## src/rtl/uart_echo_fifo_pkg.sv

```systemverilog
// Shared defaults and send-FSM encoding for the UART echo FIFO.
package uart_echo_fifo_pkg;
   localparam int FIFO_DEPTH_DEF   = 8;
   localparam int ADDR_WIDTH_DEF   = 3;
   localparam int BUSY_TIMEOUT_DEF = 16;

   localparam logic [2:0] ST_IDLE      = 3'd0;
   localparam logic [2:0] ST_LOAD      = 3'd1;
   localparam logic [2:0] ST_START     = 3'd2;
   localparam logic [2:0] ST_WAIT_BUSY = 3'd3;
   localparam logic [2:0] ST_WAIT_DONE = 3'd4;

   typedef enum logic [2:0] {
      IDLE      = ST_IDLE,
      LOAD      = ST_LOAD,
      START     = ST_START,
      WAIT_BUSY = ST_WAIT_BUSY,
      WAIT_DONE = ST_WAIT_DONE
   } state_t;
endpackage

```

## src/rtl/uart_echo_fifo_if.sv

```systemverilog
// RX/TX and status bundle between the echo FIFO and its UART neighbours.
interface uart_echo_fifo_if
   import uart_echo_fifo_pkg::*;
#(
   parameter int ADDR_WIDTH = ADDR_WIDTH_DEF
);
   logic [7:0]          rx_data;
   logic                rx_done;
   logic                tx_busy;
   logic                ovf_clr;
   logic [7:0]          tx_data;
   logic                send_en;
   logic [ADDR_WIDTH:0] fifo_count;
   logic                fifo_empty;
   logic                fifo_full;
   logic                overflow;

   modport master (
      input  rx_data, rx_done, tx_busy, ovf_clr,
      output tx_data, send_en, fifo_count,
      output fifo_empty, fifo_full, overflow
   );

   modport slave (
      output rx_data, rx_done, tx_busy, ovf_clr,
      input  tx_data, send_en, fifo_count,
      input  fifo_empty, fifo_full, overflow
   );
endinterface

```

## src/rtl/uart_echo_fifo_fifo.sv

```systemverilog
// Circular byte FIFO with extra pointer MSB and sticky overflow flag.
module sync_byte_fifo
   import uart_echo_fifo_pkg::*;
#(
   parameter int FIFO_DEPTH = FIFO_DEPTH_DEF,
   parameter int ADDR_WIDTH = ADDR_WIDTH_DEF
) (
   input  logic                clk,
   input  logic                reset_n,
   input  logic                wr_en,
   input  logic                rd_en,
   input  logic                ovf_clr,
   input  logic [7:0]          din,
   output logic [7:0]          dout,
   output logic [ADDR_WIDTH:0] count,
   output logic                empty,
   output logic                full,
   output logic                overflow
);
   localparam int PW = ADDR_WIDTH + 1;

   logic [7:0]    mem [FIFO_DEPTH];
   logic [PW-1:0] wr_ptr;
   logic [PW-1:0] rd_ptr;
   logic [PW-1:0] wr_ptr_n;
   logic [PW-1:0] rd_ptr_n;
   logic          wr_ok;
   logic          rd_ok;

   assign full  = count == PW'(FIFO_DEPTH);
   assign empty = count == '0;

   // full is judged before any same-cycle read
   assign wr_ok = wr_en && !full;
   assign rd_ok = rd_en && !empty;

   assign wr_ptr_n = wr_ptr + PW'(wr_ok);
   assign rd_ptr_n = rd_ptr + PW'(rd_ok);
   assign dout     = mem[rd_ptr[ADDR_WIDTH-1:0]];

   always_ff @(posedge clk) begin
      if (wr_ok)
         mem[wr_ptr[ADDR_WIDTH-1:0]] <= din;
   end

   always_ff @(posedge clk or negedge reset_n) begin
      if (!reset_n) begin
         wr_ptr   <= '0;
         rd_ptr   <= '0;
         count    <= '0;
         overflow <= 1'b0;
      end else begin
         wr_ptr <= wr_ptr_n;
         rd_ptr <= rd_ptr_n;
         count  <= wr_ptr_n - rd_ptr_n;
         if (wr_en && full)
            overflow <= 1'b1;
         else if (ovf_clr)
            overflow <= 1'b0;
      end
   end
endmodule

```

## src/rtl/uart_echo_fifo.sv

```systemverilog
// RX-to-TX loopback: edge-detected capture into a FIFO, paced send FSM.
module uart_echo_fifo
   import uart_echo_fifo_pkg::*;
#(
   parameter int FIFO_DEPTH   = FIFO_DEPTH_DEF,
   parameter int ADDR_WIDTH   = ADDR_WIDTH_DEF,
   parameter int BUSY_TIMEOUT = BUSY_TIMEOUT_DEF
) (
   input logic clk,
   input logic reset_n,
   uart_echo_fifo_if.master bus
);
   localparam int TW = $clog2(BUSY_TIMEOUT + 1);

   state_t        state;
   state_t        state_n;
   logic          rx_done_d;
   logic          wr_en;
   logic          rd_en;
   logic          empty;
   logic [7:0]    dout;
   logic [TW-1:0] tmr;
   logic [TW-1:0] tmr_n;

   assign wr_en = bus.rx_done && !rx_done_d;

   sync_byte_fifo #(
      .FIFO_DEPTH (FIFO_DEPTH),
      .ADDR_WIDTH (ADDR_WIDTH)
   ) u_fifo (
      .clk      (clk),
      .reset_n  (reset_n),
      .wr_en    (wr_en),
      .rd_en    (rd_en),
      .ovf_clr  (bus.ovf_clr),
      .din      (bus.rx_data),
      .dout     (dout),
      .count    (bus.fifo_count),
      .empty    (empty),
      .full     (bus.fifo_full),
      .overflow (bus.overflow)
   );

   assign bus.fifo_empty = empty;

   always_comb begin
      state_n = state;
      tmr_n   = tmr;
      rd_en   = 1'b0;
      unique case (state)
         IDLE:
            if (!empty && !bus.tx_busy)
               state_n = LOAD;
         LOAD: begin
            rd_en   = 1'b1;
            state_n = START;
         end
         START: begin
            tmr_n   = '0;
            state_n = WAIT_BUSY;
         end
         // a transmitter that never reports busy still releases the FSM
         WAIT_BUSY:
            if (bus.tx_busy)
               state_n = WAIT_DONE;
            else if (tmr == TW'(BUSY_TIMEOUT - 1))
               state_n = IDLE;
            else
               tmr_n = tmr + TW'(1);
         WAIT_DONE:
            if (!bus.tx_busy)
               state_n = IDLE;
         default:
            state_n = IDLE;
      endcase
   end

   always_ff @(posedge clk or negedge reset_n) begin
      if (!reset_n) begin
         state       <= IDLE;
         tmr         <= '0;
         rx_done_d   <= 1'b0;
         bus.send_en <= 1'b0;
         bus.tx_data <= '0;
      end else begin
         state       <= state_n;
         tmr         <= tmr_n;
         rx_done_d   <= bus.rx_done;
         bus.send_en <= state_n == START;
         if (rd_en)
            bus.tx_data <= dout;
      end
   end
endmodule

```

## src/flat_wrapper.sv

```systemverilog
// flat-port wrapper written by rule: the top's interface ports become plain ports
module uart_echo_fifo_flat import uart_echo_fifo_pkg::*;
#(
   parameter int FIFO_DEPTH   = FIFO_DEPTH_DEF,
   parameter int ADDR_WIDTH   = ADDR_WIDTH_DEF,
   parameter int BUSY_TIMEOUT = BUSY_TIMEOUT_DEF
)
  (clk, reset_n, bus_rx_data, bus_rx_done, bus_tx_busy, bus_ovf_clr, bus_tx_data, bus_send_en, bus_fifo_count, bus_fifo_empty, bus_fifo_full, bus_overflow);
  uart_echo_fifo_if #(.ADDR_WIDTH(ADDR_WIDTH)) bus_i ();
  input logic clk;
  input logic reset_n;
  input wire logic [$bits(bus_i.rx_data)-1:0] bus_rx_data;
  input wire logic [$bits(bus_i.rx_done)-1:0] bus_rx_done;
  input wire logic [$bits(bus_i.tx_busy)-1:0] bus_tx_busy;
  input wire logic [$bits(bus_i.ovf_clr)-1:0] bus_ovf_clr;
  output wire logic [$bits(bus_i.tx_data)-1:0] bus_tx_data;
  output wire logic [$bits(bus_i.send_en)-1:0] bus_send_en;
  output wire logic [$bits(bus_i.fifo_count)-1:0] bus_fifo_count;
  output wire logic [$bits(bus_i.fifo_empty)-1:0] bus_fifo_empty;
  output wire logic [$bits(bus_i.fifo_full)-1:0] bus_fifo_full;
  output wire logic [$bits(bus_i.overflow)-1:0] bus_overflow;
  assign bus_i.rx_data = bus_rx_data;
  assign bus_i.rx_done = bus_rx_done;
  assign bus_i.tx_busy = bus_tx_busy;
  assign bus_i.ovf_clr = bus_ovf_clr;
  assign bus_tx_data = bus_i.tx_data;
  assign bus_send_en = bus_i.send_en;
  assign bus_fifo_count = bus_i.fifo_count;
  assign bus_fifo_empty = bus_i.fifo_empty;
  assign bus_fifo_full = bus_i.fifo_full;
  assign bus_overflow = bus_i.overflow;
  uart_echo_fifo #(.FIFO_DEPTH(FIFO_DEPTH), .ADDR_WIDTH(ADDR_WIDTH), .BUSY_TIMEOUT(BUSY_TIMEOUT)) u_core (.clk(clk), .reset_n(reset_n), .bus(bus_i));
endmodule
```

## config.mk

```make
export PLATFORM = sky130hd
export DESIGN_NAME = uart_echo_fifo_flat
export DESIGN_NICKNAME = d
export VERILOG_FILES = /design/src/rtl/uart_echo_fifo_pkg.sv /design/src/rtl/uart_echo_fifo_if.sv /design/src/rtl/uart_echo_fifo_fifo.sv /design/src/rtl/uart_echo_fifo.sv /design/src/flat_wrapper.sv
export SDC_FILE = /design/constraint.sdc
export NUM_CORES = 1
export LEC_CHECK = 0
export ABC_AREA = 1
export BUFFER_PORTS_ARGS = -buffer_cell sky130_fd_sc_hd__buf_4
export CAP_MARGIN = 5
export CORE_MARGIN = 5
export CORE_UTILIZATION = 37
export DETAILED_ROUTE_END_ITERATION = 8
export GPL_ROUTABILITY_DRIVEN = 0
export PLACE_DENSITY = 0.55
export SYNTH_ARGS = -nofsm -noshare
export SYNTH_HDL_FRONTEND = slang
export SYNTH_SLANG_ARGS = --single-unit
```

## constraint.sdc

```tcl
create_clock -name clk -period 3.4 [get_ports clk]
set_clock_uncertainty 0.05 [all_clocks]
set_input_delay 0.34 -clock clk [delete_from_list [all_inputs] [get_ports clk]]
set_output_delay 0.34 -clock clk [all_outputs]
set_load 0.02 [all_outputs]
```

==> results.txt, run 1 <==
The run finished with clean final reports. In the post-route analysis, the smallest setup slack over all paths is 847 ps. Compared with the post-synthesis result, the final layout area differs by 16.3%.

Prior to clock tree synthesis, the placed netlist has a worst setup slack of 877 ps. The critical path's slowest cell was sky130_fd_sc_hd__dfrtp_1. For this run, the slowest stage of the critical path takes 450 ps. Setup repair after global routing left no endpoint under its margin. The initial utilization of the core area, before any placement, comes to 38.1%.

The number of flip-flops and latches in the synthesized netlist is 95, and the maximum vdd drop is 0.000319 V. The synthesized design devotes to its leading area cell type 45.9% of total area. For the post-synthesis cell area, the log shows 4190 um2.

The total core area was 11000 um2. After legalization and detailed placement, the total HPWL measured 5510 um. The most common cell in the synthesized netlist is sky130_fd_sc_hd__nand2_1.

Yosys printed 0 warnings. At the pin with the least slew margin, the transition time is 590 ps. The register-to-register setup slack is 850 ps, and the overall via count from detail_route is 2772.

The portion of total power attributed to the clock network came out at 22.2%. The number of max-slew violations in the final report is 0, and the number of core rows is 38. The tools report the number of nets at the end of the flow as 478. In this run, distinct cell masters in the synthesized netlist total 26. The timing-limited maximum frequency came out at 0.392 GHz. The H-tree generated during clock tree synthesis spans 3 levels. The number of top-level pins is 29. Summed over all layers, the global routing overflow is 0. The first detailed-routing pass ran for 4 iterations. The detailed router finished its first iteration with 200 violations. The number of instances resized during post-cts repair came out at 0. Data arrival at the endpoint of the critical path: 2730 ps. Counting along the longest clock path gives a buffer depth of 2. Overall routing resource usage: 14.2%. The detailed-route DRC error count came out at 0. Switching component of the power: 1.57 mW.

For the number of diodes added for antenna fixing, the log shows 0. The logs give 0 for the number of max-cap violations and 14200 um for the wire length of the first global-routing pass. The synthesized area per cell was 10.1 um2; the area of the die was 13600 um2. In the synthesized netlist the dominant register cell turns out to be sky130_fd_sc_hd__edfxtp_1. For this run, the share of the core covered by cells in the final layout is 44.4%. The tools report the number of antenna violations at the first check in global routing as 0.

In this run the static leakage power is 2.28 nW. Buffers inserted during clock tree synthesis total 9. Power density over the cells: 838 nW/um2. In this run, the combinational gates consume 37.9% of the power. Of all nets on the critical path, the largest fanout is 10. The tools report the final instance area as 4870 um2. The clock reaches the later pin of the worst-skew pair after 340 ps. The worst slew margin relative to its limit is 60.6%.

In this run switching power makes up 38.4% of total power. The portion of the post-synthesis area used by sequential elements is 64.4%. Counting stages on the worst path, the most repeated cell is sky130_fd_sc_hd__ha_1. For this run, asynchronously set or reset flops after synthesis account for 32.6%.

TritonCTS built the clock tree. The path with the worst hold slack has its endpoint at u_core.rx_done_d. In the final layout, the share of cells above drive strength 1 is 13.9%. For the count of mapped cells out of synthesis, the log shows 415.

The final critical path takes up 75.1% of the cycle. After detailed placement, the total cell area comes to 4600 um2. The floorplan step set the die height to 116 um. The count of endpoints failing hold in the final timing report is 0.

Ranked by instance count, the synthesized netlist is headed by 124 x sky130_fd_sc_hd__nand2_1, 75 x sky130_fd_sc_hd__inv_1, 64 x sky130_fd_sc_hd__edfxtp_1. In this run the critical register-to-register path is captured at u_core.u_fifo.count[3]. The time the worst path needs with I/O delays and setup works out to 2550 ps. The tools report the start point of the worst hold path as bus_rx_done.

After layout, the design draws a total of 4.08 mW. Dividing the detail-routed wire length by the instance count gives 14.2 um. The critical path in this run is classified as flip-flop to flip-flop. During placement, the flow inserted port buffers numbering 28. The tools report the startpoint of the lowest-slack register-to-register path as u_core.state[1].

The clock-pin slew of the registers on the worst-case setup and hold paths is 60 ps, and the number of enable-type register cells in the synthesized netlist is 64. In the post-synthesis netlist, the biggest area contributors are sky130_fd_sc_hd__edfxtp_1 46%, sky130_fd_sc_hd__dfrtp_1 19%, sky130_fd_sc_hd__nand2_1 11%, sky130_fd_sc_hd__nand3_1 6.9%, sky130_fd_sc_hd__inv_1 6.7%. The min-delay analysis places its worst path in the category input pin to flip-flop. The worst-case hold slack came out at 72.4 ps.

The number of cells on the worst hold path is 1, and the cell depth of the worst flop-to-flop path is 12. Internal power comes to 2.51 mW. At the worst endpoint, the required time is 3580 ps. Fill cells in the final layout number 1029. STA classifies the critical path endpoint as a flip-flop. Final setup TNS: 0 ps. Setup violations remaining at the end of the flow were counted as 0. The tools report the share of total power in sequential cells as 39.9%. The root buffer cell chosen for the clock tree is sky130_fd_sc_hd__clkbuf_16. For the largest net degree at the start of global routing, the log shows 34. The cell count after placement is 583.

The number of vias per cell came out at 4.62. The synthesized net count was 438. The tools report the type of origin of the critical path as a flip-flop. The x dimension of the die is 116 um. The cell taking the most area after synthesis is sky130_fd_sc_hd__edfxtp_1. The routed design has 8550 um of wire. The logs give 600 for the number of standard cells in the final layout excluding fillers and 95 for the number of sinks handled by clock tree synthesis. The count of nets left with antenna violations once routing finished came out at 0. Traced cell by cell, the critical path runs through nor3_4 > buf_4 > inv_2 > nor2_1 > ha_1 > ha_1 > xnor2_1 > ha_1 > nand2_1 > o21ai_0 > nand3b_1 > nand2_1. The via count of the first global-routing pass is 2761.
[power groups by stage]
stage	Sequential (mW)	Clock (mW)	Combinational, mW
2_1_floorplan	1.68	0	1.03
3_3_place_gp	1.65	0	1.55
3_5_place_dp	1.65	0	1.57
4_1_cts	1.63	0.930	1.58
5_1_grt	1.66	0.989	1.78
6_report	1.63	0.906	1.55
[critical path, delay by kind of cell (launching register included)]
| family | cells | cell delay (ps) |
|---|---|---|
| DFF | 1 | 450 |
| and+or+nand+nor | 5 | 550 |
| buffers and inverters | 2 | 340 |
| AOI/OAI and AO/OA | 1 | 200 |
| xor gates and xnor gates | 1 | 80 |
| adders and majority gates | 3 | 770 |
[cells by family (layout without fill, tap and decap cells)]
logic type / count (synthesis) / count (layout) / synth area share (%)
flops: 95 / 95 / 64.4
fa+ha+maj: 10 / 10 / 3.17
simple gates: 210 / 210 / 22.1
mux: 1 / 1 / 0.239
compound gates: 5 / 5 / 0.687
buf+inv: 90 / 135 / 8.60
xor+xnor: 4 / 4 / 0.836
[registers in the layout, indices dropped and copies added, names as in the netlist]
name / flops
u_core.u_fifo.overflow: 1
u_core.u_fifo.mem: 64
u_core.state: 3
u_core.u_fifo.wr_ptr: 4
u_core.u_fifo.count: 4
u_core.bus.tx_data: 8
u_core.bus.send_en: 1
u_core.tmr: 5
u_core.rx_done_d: 1
u_core.u_fifo.rd_ptr: 4
[timing repair]
action / in CTS / in global routing
setup endpoints to repair: 0 / 0
hold buffers: 1 / 0
setup buffers: 0 / 0
hold endpoints to repair: 31 / 0
[worst max-delay path by stage]
stage          slack, ps                      to                    from  cells after the start
2_1_floorplan       1060  u_core.u_fifo.count[3]  u_core.u_fifo.count[0]                     12
3_3_place_gp         960  u_core.u_fifo.count[3]         u_core.state[0]                     13
3_5_place_dp         880  u_core.u_fifo.count[3]         u_core.state[1]                     12
4_1_cts              840  u_core.u_fifo.count[3]         u_core.state[1]                     12
5_1_grt              610  u_core.u_fifo.count[3]         u_core.state[1]                     12
6_report             850  u_core.u_fifo.count[3]         u_core.state[1]                     12
[cell type report]
class | count | area [um2] | share of cell area (%)
clock inverters | 6 | 37.5 | 0.770
well taps | 140 | 175 | 3.59
multi-input cells | 230 | 1130 | 23.2
inverters | 78 | 293 | 6.01
repair buffers | 41 | 310 | 6.37
flip-flops and latches | 95 | 2700 | 55.4
clock buffers | 10 | 229 | 4.70
[cells in the final DEF, fill, tap and decap left out, drive strengths merged]
| cell type | netlist | routed |
|---|---|---|
| or2 | 1 | 1 |
| buf | 12 | 40 |
| dfrtp | 31 | 31 |
| a21oi | 2 | 2 |
| edfxtp | 64 | 64 |
| o21ai | 3 | 3 |
| fa | 1 | 1 |
| ha | 9 | 9 |
| dlygate4sd3 | 0 | 1 |
| nand3b | 1 | 1 |
| nor3 | 9 | 9 |
| clkbuf | 0 | 10 |
| nand4 | 7 | 7 |
| xnor2 | 2 | 2 |
| nor2 | 6 | 6 |
| mux2i | 1 | 1 |
| xor2 | 2 | 2 |
| clkinvlp | 0 | 1 |
| nand3 | 59 | 59 |
| inv | 78 | 78 |
| nor3b | 1 | 1 |
| clkinv | 0 | 5 |
| nand2 | 126 | 126 |
[layer usage]
layer | up-vias | wire, um | track usage [%]
met5 | - | 0 | 0
met4 | 0 | 223 | 7.19
met3 | 19 | 404 | 2.95
met2 | 58 | 3870 | 22.2
met1 | 1278 | 4050 | 18.6
li1 | 1417 | - | -
Note: power is estimated with default switching activity, not from simulation.
==> inputs of run 2 (changes only) <==
- ABC_AREA: 1 -> 0
- clock period: 3.4 -> 2.5 ns (I/O delays scaled with it)
==> run 2 against run 1 <==
Net effect: routed wire length fell by 14%; largest cell class unchanged; area after synthesis shrank 7.8%; sequential share of layout area is 3.4 points higher.
==> results.txt, run 2 <==
The flow ran to the end, and the final reports show no timing, DRC or antenna violations. The netlist uses 37 different library cells. Sequential cells account for 42.1% of the total power. Category of the critical setup timing path: flip-flop to flip-flop. The cell sitting at the root of the clock tree is a sky130_fd_sc_hd__clkbuf_8. VDD sags by at most 0.000369 V. After legalization and detailed placement, the total HPWL measured 4760 um.

Combinational family with the most area after synthesis: simple AND/OR/NAND/NOR gates. The run gives 29 as the number of top-level pins. The repair_antennas step left the layout with diodes totalling 0.

The cell taking the most area after synthesis was sky130_fd_sc_hd__edfxtp_1. The share of power burned in combinational logic was 38.3%. Cell internal power was estimated by the tool at 3.39 mW. The number of max-cap violations came out at 0. Dominant register cell in the synthesized netlist: sky130_fd_sc_hd__edfxtp_1.

Compared with the post-synthesis result, the final layout area differs by 19.1%. Averaged over all synthesized cells, the footprint is 14.7 um2. The count of endpoints failing hold in the final timing report came out at 0. Of the total power, the share spent switching nets is 35.7%.

The multi-input combinational cells in the finished layout cover a total of 1140 um2. After Yosys synthesis, XOR and XNOR cells account for 1.98% of the synthesized area. Setup total negative slack on the finished layout was measured at 0 ps. The number of flip-flops under the largest register name was 64. The reg-to-reg critical path endpoint was u_core.u_fifo.count[3]. For the initial core utilization, the log shows 37.7%.

The number of flip-flops and latches in the synthesized netlist came out at 95. The element type at the critical path end was a flip-flop. For the total core area, the log shows 10200 um2. For the worst setup path, the data required time is 2680 ps. The area share of and/or/nand/nor cells after synthesis is 9.66%.

Static timing analysis puts the maximum clock frequency at 0.419 GHz. In this run the most critical hold path is launched from bus_ovf_clr. TritonCTS built the clock tree. The most common cell in the synthesized netlist is sky130_fd_sc_hd__edfxtp_1.

CTS built an H-tree with a depth of 3. Buffers placed on the I/O ports in this run total 28. The min-delay analysis places its worst path in the category input pin to flip-flop. The number of buffer and inverter instances along the worst setup path was 1. The share of synthesized area spent on multiplexers was 8.30%; the number of sinks handled by clock tree synthesis was 95. Wires add up to 7320 um.

For this run, the number of Yosys warnings is 0. In this run the core area contains 37 standard-cell rows. For hold timing, the worst endpoint is u_core.u_fifo.overflow. The portion of the post-synthesis area used by sequential elements is 69.9%. STA classifies the critical path startpoint as a flip-flop. The cell depth of the worst flop-to-flop path is 9.

For this run, the detailed router's first-pass iteration total came to 4. Across all hold checks on the routed design, the worst slack comes to 24.9 ps. The die is 112 um wide. Among cell families on the critical path, the largest total delay comes from adder cells. The number of nets at the end of the flow came out at 332. The async set or reset register ratio after synthesis was 32.6%; the final count of negative-setup-slack endpoints was 0. The clock network is responsible for 19.6% of the overall power.

The total power draw came out at 5.27 mW. The compound-gate portion of the synthesized area is 4.50%, and the vertical die dimension is 112 um. Walking the worst path, the cells encountered are nor4_4 > nor2_1 > ha_2 > ha_4 > inv_1 > ha_1 > a21o_1 > a21oi_1 > xor3_1. The number of cells on the worst hold path was 2; the wire length of the first global-routing pass was 12000 um.

The number of filler instances in the final layout is 913. After synthesis the cells add up to 3860 um2. The overall routing resource usage was 12.5%; the time the worst path needs with I/O delays and setup was 2390 ps.

The fraction of layout instances using a drive strength above 1 works out to 23.6%. In this run the remaining antenna-violating nets after routing total 0. The via count of the first global-routing pass was 2235. Startpoint of the lowest-slack register-to-register path: u_core.u_fifo.count[1].

The largest net degree at the start of global routing was 34; the number of max-slew violations in the final report was 0. The clock-pin slew of the registers on the worst-case setup and hold paths was 90 ps; the adder and majority gate portion of the synthesized area was 3.43%. For this design the static power due to leakage is 1.83 nW. In this run, the number of DRC markers left after iteration 0 of detailed routing was 122. The synthesized net count came out at 285. In the post-synthesis netlist, the biggest area contributors are sky130_fd_sc_hd__edfxtp_1 50%, sky130_fd_sc_hd__dfrtp_1 20%, sky130_fd_sc_hd__mux2i_1 8.3%, sky130_fd_sc_hd__a22oi_1 3.1%, sky130_fd_sc_hd__ha_1 2.9%. After detailed routing, the average wire length per cell comes to 16.3 um.

At the pin with the least slew margin, the transition time is 1020 ps. The critical path's largest stage delay is 450 ps. The biggest fanout along the worst timing path was 3.

The overall via count from detail_route came out at 2165. Number of antenna violations at the first check in global routing: 0. In the layout the commonest cells are 64 x sky130_fd_sc_hd__edfxtp_1, 43 x sky130_fd_sc_hd__buf_4, 32 x sky130_fd_sc_hd__mux2i_1. For the source-to-sink clock delay at the later pin of the worst-skew pair, the log shows 360 ps. For this run the aggregate overflow at the end of global routing stands at 0. The portion of the clock cycle consumed by the worst path in the final layout was 95.5%. No sink is reached through more buffers than the 2 on the longest clock path. The area used by sequential logic in the layout was 2700 um2. Among all stages on the critical path, the largest delay is contributed by sky130_fd_sc_hd__dfrtp_2.

The number of vias per cell works out to 4.81. The share of synthesized area in the top cell type comes to 49.8%. Setup repair after global routing left no endpoint under its margin. For the data arrival at the endpoint of the critical path, the log shows 2570 ps. The run gives 9 as the total CTS buffers. The library cell used most frequently in the layout, excluding fill and tap cells, is sky130_fd_sc_hd__edfxtp_1. For this run, design rule violations remaining after detail routing come to 0. The run gives 1.88 mW as the switching component of the power.

In this run the tightest slew margin relative to its limit is 31.5%. In this run, synthesis inferred 64 flip-flops with an integrated enable. Ranked by instance count, the synthesized netlist is headed by 64 x sky130_fd_sc_hd__edfxtp_1, 32 x sky130_fd_sc_hd__mux2i_1, 31 x sky130_fd_sc_hd__dfrtp_1.

In this run the register-to-register setup slack is 110 ps. For this design the ratio of total power to cell area is 1150 nW/um2. Area of the die: 12600 um2. The tools report the count of mapped cells out of synthesis as 262.
==> run 2: final cells by class <==
class	count	share of cell area (%)
repair buffers	45	7.46
clock buffers	10	2.78
flip-flops and latches	95	58.8
multi-input cells	147	24.7
inverters	11	0.898
well taps	136	3.70
clock inverters	6	1.66
==> run 2: worst max-delay path by stage <==
stage,startpoint,to,slack [ps],cells after the start
after floorplan,u_core.u_fifo.count[3],u_core.u_fifo.count[3],20,9
after global placement,u_core.u_fifo.count[3],u_core.u_fifo.count[3],160,9
after detailed placement,u_core.u_fifo.count[3],u_core.u_fifo.count[3],80,9
after CTS,u_core.u_fifo.count[3],u_core.u_fifo.count[3],60,9
after global routing,u_core.u_fifo.count[1],u_core.u_fifo.count[3],20,9
final,u_core.u_fifo.count[1],u_core.u_fifo.count[3],110,9
==> run 2: cells by family after synthesis <==
family / after synthesis
AND/OR/NAND/NOR: 72
buffers and inverters: 20
XOR/XNOR: 7
adder cells (fa/ha/maj): 10
AO/OA/AOI/OAI: 26
flip-flops: 95
multiplexers: 32
==> run 2: layer usage <==
layer | vias up | GRT usage (%) | share of wire (%)
met5 | - | 0 | 0
met4 | 0 | 5.77 | 2.2
met3 | 12 | 2.10 | 2.9
met2 | 32 | 19.9 | 49
met1 | 1073 | 16.7 | 46
li1 | 1048 | - | -
==> run 2: what timing repair did <==
action	4_1_cts	5_1_grt
gates resized for setup	0	1
buffers inserted	0	2
setup endpoints to repair	0	1
hold endpoints to repair	32	0
hold buffers	2	0
==> run 2: through the flow <==
step / util (%) / instance area, um2 / setup slack [ps] / std cells
2_1_floorplan: - / 3920 / 18.3 / 262
3_5_place_dp: 42.5 / 4350 / 78.5 / 430
5_1_grt: 44.9 / 4600 / 15.5 / 450
4_1_cts: 44.7 / 4580 / 64.4 / 448
6_report: 44.9 / 4600 / 113 / 450
3_3_place_gp: 42.5 / 4350 / 161 / 430
==> run 2: power by group through the flow <==
| stage | clock, mW | combinational, mW | sequential (mW) |
|---|---|---|---|
| finish | 1.03 | 2.02 | 2.22 |
| global route | 1.12 | 2.26 | 2.27 |
| CTS | 1.06 | 2.05 | 2.22 |
| detailed placement | 0 | 2.04 | 2.26 |
| global placement | 0 | 2.01 | 2.24 |
| floorplan | 0 | 1.26 | 2.35 |
==> run 2: worst register-to-register path, delay by kind of cell (launching register included) <==
kind | cells | cell delay [ps]
compound gates | 2 | 330
xor+xnor | 1 | 240
fa+ha+maj | 3 | 770
buf+inv | 1 | 40
flops | 1 | 450
simple gates | 2 | 390
==> inputs of run 3 (changes only) <==
- BUFFER_PORTS_ARGS: -buffer_cell sky130_fd_sc_hd__buf_4 -> not set
- DONT_BUFFER_PORTS: not set -> 1
- PLACE_DENSITY: 0.55 -> 0.53
- SYNTH_HIERARCHICAL: not set -> 1
==> run 3 against run 2 <==
Net effect: via count shrank 9.9%; clock-buffer cell count shrank 1; hold slack gained 21 ps.
==> results.txt, run 3 <==
The cell depth of the worst flop-to-flop path was 9. STA puts the critical path data arrival time at 2520 ps. The tools report the startpoint of the lowest-slack register-to-register path as u_core/u_fifo/count[0]. The fraction of layout instances using a drive strength above 1 was 28.8%; the aggregate global routing overflow was 0.

The largest total area in the synthesized netlist belongs to sky130_fd_sc_hd__edfxtp_1. For hold timing, the worst endpoint is u_core/state[1]. The flow ran to the end, and the final reports show no timing, DRC or antenna violations. The analysis attributes to cell leakage a power of 1.75 nW. In the routed design, unresolved DRC markers number 0.

Leaving out fill and tap cells, the most frequent cell in the layout is sky130_fd_sc_hd__edfxtp_1. During synthesis, Yosys emitted a total of 6 warnings. The run gives 278 as the number of nets at the end of the flow. The worst slack after detailed placement is 136 ps.

The number of clock buffers added by TritonCTS is 9. The initialized floorplan defines 37 standard-cell rows. For this run, the leading register cell type out of synthesis is sky130_fd_sc_hd__edfxtp_1. For the number of max-slew violations in the final report, the log shows 0. The worst setup path is of the flip-flop to flip-flop kind. The number of filler instances in the final layout was 908. The tools report the violation count after the first detailed-routing iteration as 101.

For the maximum vdd drop, the log shows 0.000381 V. The tools report the H-tree depth as 3. Element type at the critical path end: a flip-flop.

Power spread over the standard cell area amounts to 1100 nW/um2. TritonCTS built the clock tree. The number of top-level pins came out at 29. Max-cap violations in this run came to 0.

The number of different library cells used by synthesis comes to 37. After synthesis, the share of flip-flops with an asynchronous set or reset is 32.6%. The run gives 4880 um as the HPWL reported at the end of detailed placement. The area occupied by multi-input gates is 1230 um2, and the number of antenna violations at the first check in global routing is 0.

Setup slack on the worst reg-to-reg path comes out at 160 ps. In the synthesized netlist, the cells that appear most often are 64 x sky130_fd_sc_hd__edfxtp_1, 31 x sky130_fd_sc_hd__dfrtp_1, 16 x sky130_fd_sc_hd__mux2_2. The number of enable-type register cells in the synthesized netlist is 64. The biggest fanout along the worst timing path works out to 3. The most common cell in the synthesized netlist was sky130_fd_sc_hd__edfxtp_1. Ranked by total cell area, the synthesized netlist is headed by sky130_fd_sc_hd__edfxtp_1 49%, sky130_fd_sc_hd__dfrtp_1 20%, sky130_fd_sc_hd__mux4_1 10%, sky130_fd_sc_hd__mux2_2 4.6%, sky130_fd_sc_hd__ha_1 2.9%. After detailed routing, the total wire length is 7290 um. For the via count of the first global-routing pass, the log shows 2052.

In this run the cell area of the synthesized design comes to 3940 um2. The synthesized design contains 95 register bits. Clock-pin slew was measured on the worst setup and hold paths at 90 ps. Entering global routing, the biggest net connects 32 pins. The number of diodes added for antenna fixing is 0, and the number of nets with antenna violations after routing is 0.

The area added between synthesis and finish came out at 18.0%. The cell sitting at the root of the clock tree is a sky130_fd_sc_hd__clkbuf_8. The share of the Yosys chip area taken by registers is 68.4%.

The source-to-sink clock delay at the later pin of the worst-skew pair was 360 ps. In this run the most critical hold path is launched from bus_tx_busy. When the netlist entered floorplanning its net count stood at 237. The first global-routing pass estimated 11500 um of wire. The tools report the reg-to-reg critical path endpoint as u_core/u_fifo/count[3]. The overall routing resource usage came out at 12.2%. Each instance of the synthesized netlist takes up on average 18.4 um2. The area used by sequential logic in the layout came out at 2700 um2. The run gives 214 as the count of mapped cells out of synthesis.

The worst setup path is launched from a flip-flop. From bottom edge to top edge, the die measures 113 um. The run gives 163 ps as the final setup slack of the worst path.

Count of endpoints failing hold in the final timing report: 0. The initial core utilization is 38.0%, and the timing-limited maximum frequency is 0.428 GHz. The tools report the largest buffer count on any clock path as 2.

The transition at the pin with the smallest max-transition slack works out to 945 ps. The total power draw came out at 5.12 mW. The floorplan step defined a die boundary enclosing 12800 um2. In this run the tightest slew margin relative to its limit is 36.8%. Subtracting the final worst setup slack from the clock period gives 2340 ps. The number of buffers inserted by port buffering was 0; the overall via count from detail_route was 1951.

In the finished design, the share of the clock period the worst path needs comes to 93.5%. The x dimension of the die was 113 um. Along the worst hold path, the cell count comes to 2. Setup repair after global routing left no endpoint under its margin.

The area share of the leading cell type in the synthesized netlist came out at 48.7%. For the iteration count of the initial detailed-routing pass, the log shows 4. The register with the most flip-flops in the layout has 64 of them. STA puts the critical path data required time at 2690 ps. In the layout the commonest cells are 64 x sky130_fd_sc_hd__edfxtp_1, 29 x sky130_fd_sc_hd__dfrtp_1, 24 x sky130_fd_sc_hd__buf_4.

The number of vias per cell was 4.93; the number of sinks handled by clock tree synthesis was 95. Final count of negative-setup-slack endpoints: 0. Gates resized during post-CTS repair numbered 0. For the total core area, the log shows 10400 um2. The wire length per cell after detailed routing works out to 18.4 um.

The path category of the worst min-delay check was input pin to flip-flop.
[run 3: final cells by class]
class / count / share of cell area [%]
clock buffer: 9 / 2.66
sequential: 95 / 58.1
clock inverter: 7 / 1.37
multi-input combinational: 101 / 26.5
timing repair buffer: 37 / 6.89
tap: 136 / 3.66
inverter: 11 / 0.888
[run 3: kinds of logic after synthesis]
group	count (synthesis)	synth area share [%]
DFF	95	68.4
and+or+nand+nor	39	5.90
muxes	34	15.8
buffers and inverters	18	2.63
AOI/OAI and AO/OA	10	1.75
adders and majority gates	10	3.36
xor gates and xnor gates	8	2.16
[run 3: worst max-delay path by stage]
stage	start	endpoint	slack, ps
after floorplan	u_core/u_fifo/count[0]	u_core/u_fifo/count[3]	-10
after global placement	u_core/u_fifo/count[3]	u_core/u_fifo/count[3]	140
after detailed placement	u_core/u_fifo/count[0]	u_core/u_fifo/count[3]	140
after CTS	u_core/u_fifo/count[3]	u_core/u_fifo/mem[1][5]	120
after global routing	u_core/u_fifo/count[2]	u_core/u_fifo/count[3]	8
final	u_core/u_fifo/count[0]	u_core/u_fifo/count[3]	160
[run 3: metal layers]
| layer | wire length, um | vias to the layer above | global-route usage (%) | share of wire (%) |
|---|---|---|---|---|
| met2 | 3400 | 41 | 18.8 | 47 |
| li1 | - | 916 | - | - |
| met5 | 0 | - | 0 | 0 |
| met4 | 117 | 0 | 5.05 | 1.6 |
| met3 | 342 | 9 | 3.26 | 4.7 |
| met1 | 3420 | 985 | 16.3 | 47 |
[run 3: stage by stage]
stage | setup TNS [ps] | utilization (%) | instance area [um2] | cells | hold slack [ps]
detailed placement | 0 | 41.5 | 4310 | 365 | -94.7
finish | 0 | 44.8 | 4650 | 396 | 46.0
global route | 0 | 44.8 | 4650 | 396 | 56.3
global placement | 0 | 41.5 | 4310 | 365 | -94.8
CTS | 0 | 44.7 | 4640 | 394 | 30.0
floorplan | -9.63 | - | 4020 | 214 | -95.6
[run 3: power by group]
| part | switching (mW) | leakage [nW] | internal (mW) | total (mW) |
|---|---|---|---|---|
| Sequential | 0.377 | 0.954 | 2.01 | 2.38 |
| Combinational | 0.817 | 0.700 | 0.979 | 1.80 |
| Clock | 0.564 | 0.0938 | 0.382 | 0.947 |
[run 3: timing repair]
action                                  CTS  global route
endpoints found under the setup margin    0             1
hold buffers                             13             0
hold endpoints to repair                 98             0
buffers inserted                          0             2
[run 3: critical path, cell delays in order, from the launching register on]
cell	delay (ps)
sky130_fd_sc_hd__dfrtp_2	450
sky130_fd_sc_hd__nor4b_4	300
sky130_fd_sc_hd__nand2b_4	200
sky130_fd_sc_hd__inv_2	50
sky130_fd_sc_hd__ha_4	160
sky130_fd_sc_hd__ha_4	150
sky130_fd_sc_hd__xor2_1	150
sky130_fd_sc_hd__ha_1	330
sky130_fd_sc_hd__a21oi_2	150
sky130_fd_sc_hd__xor3_1	220
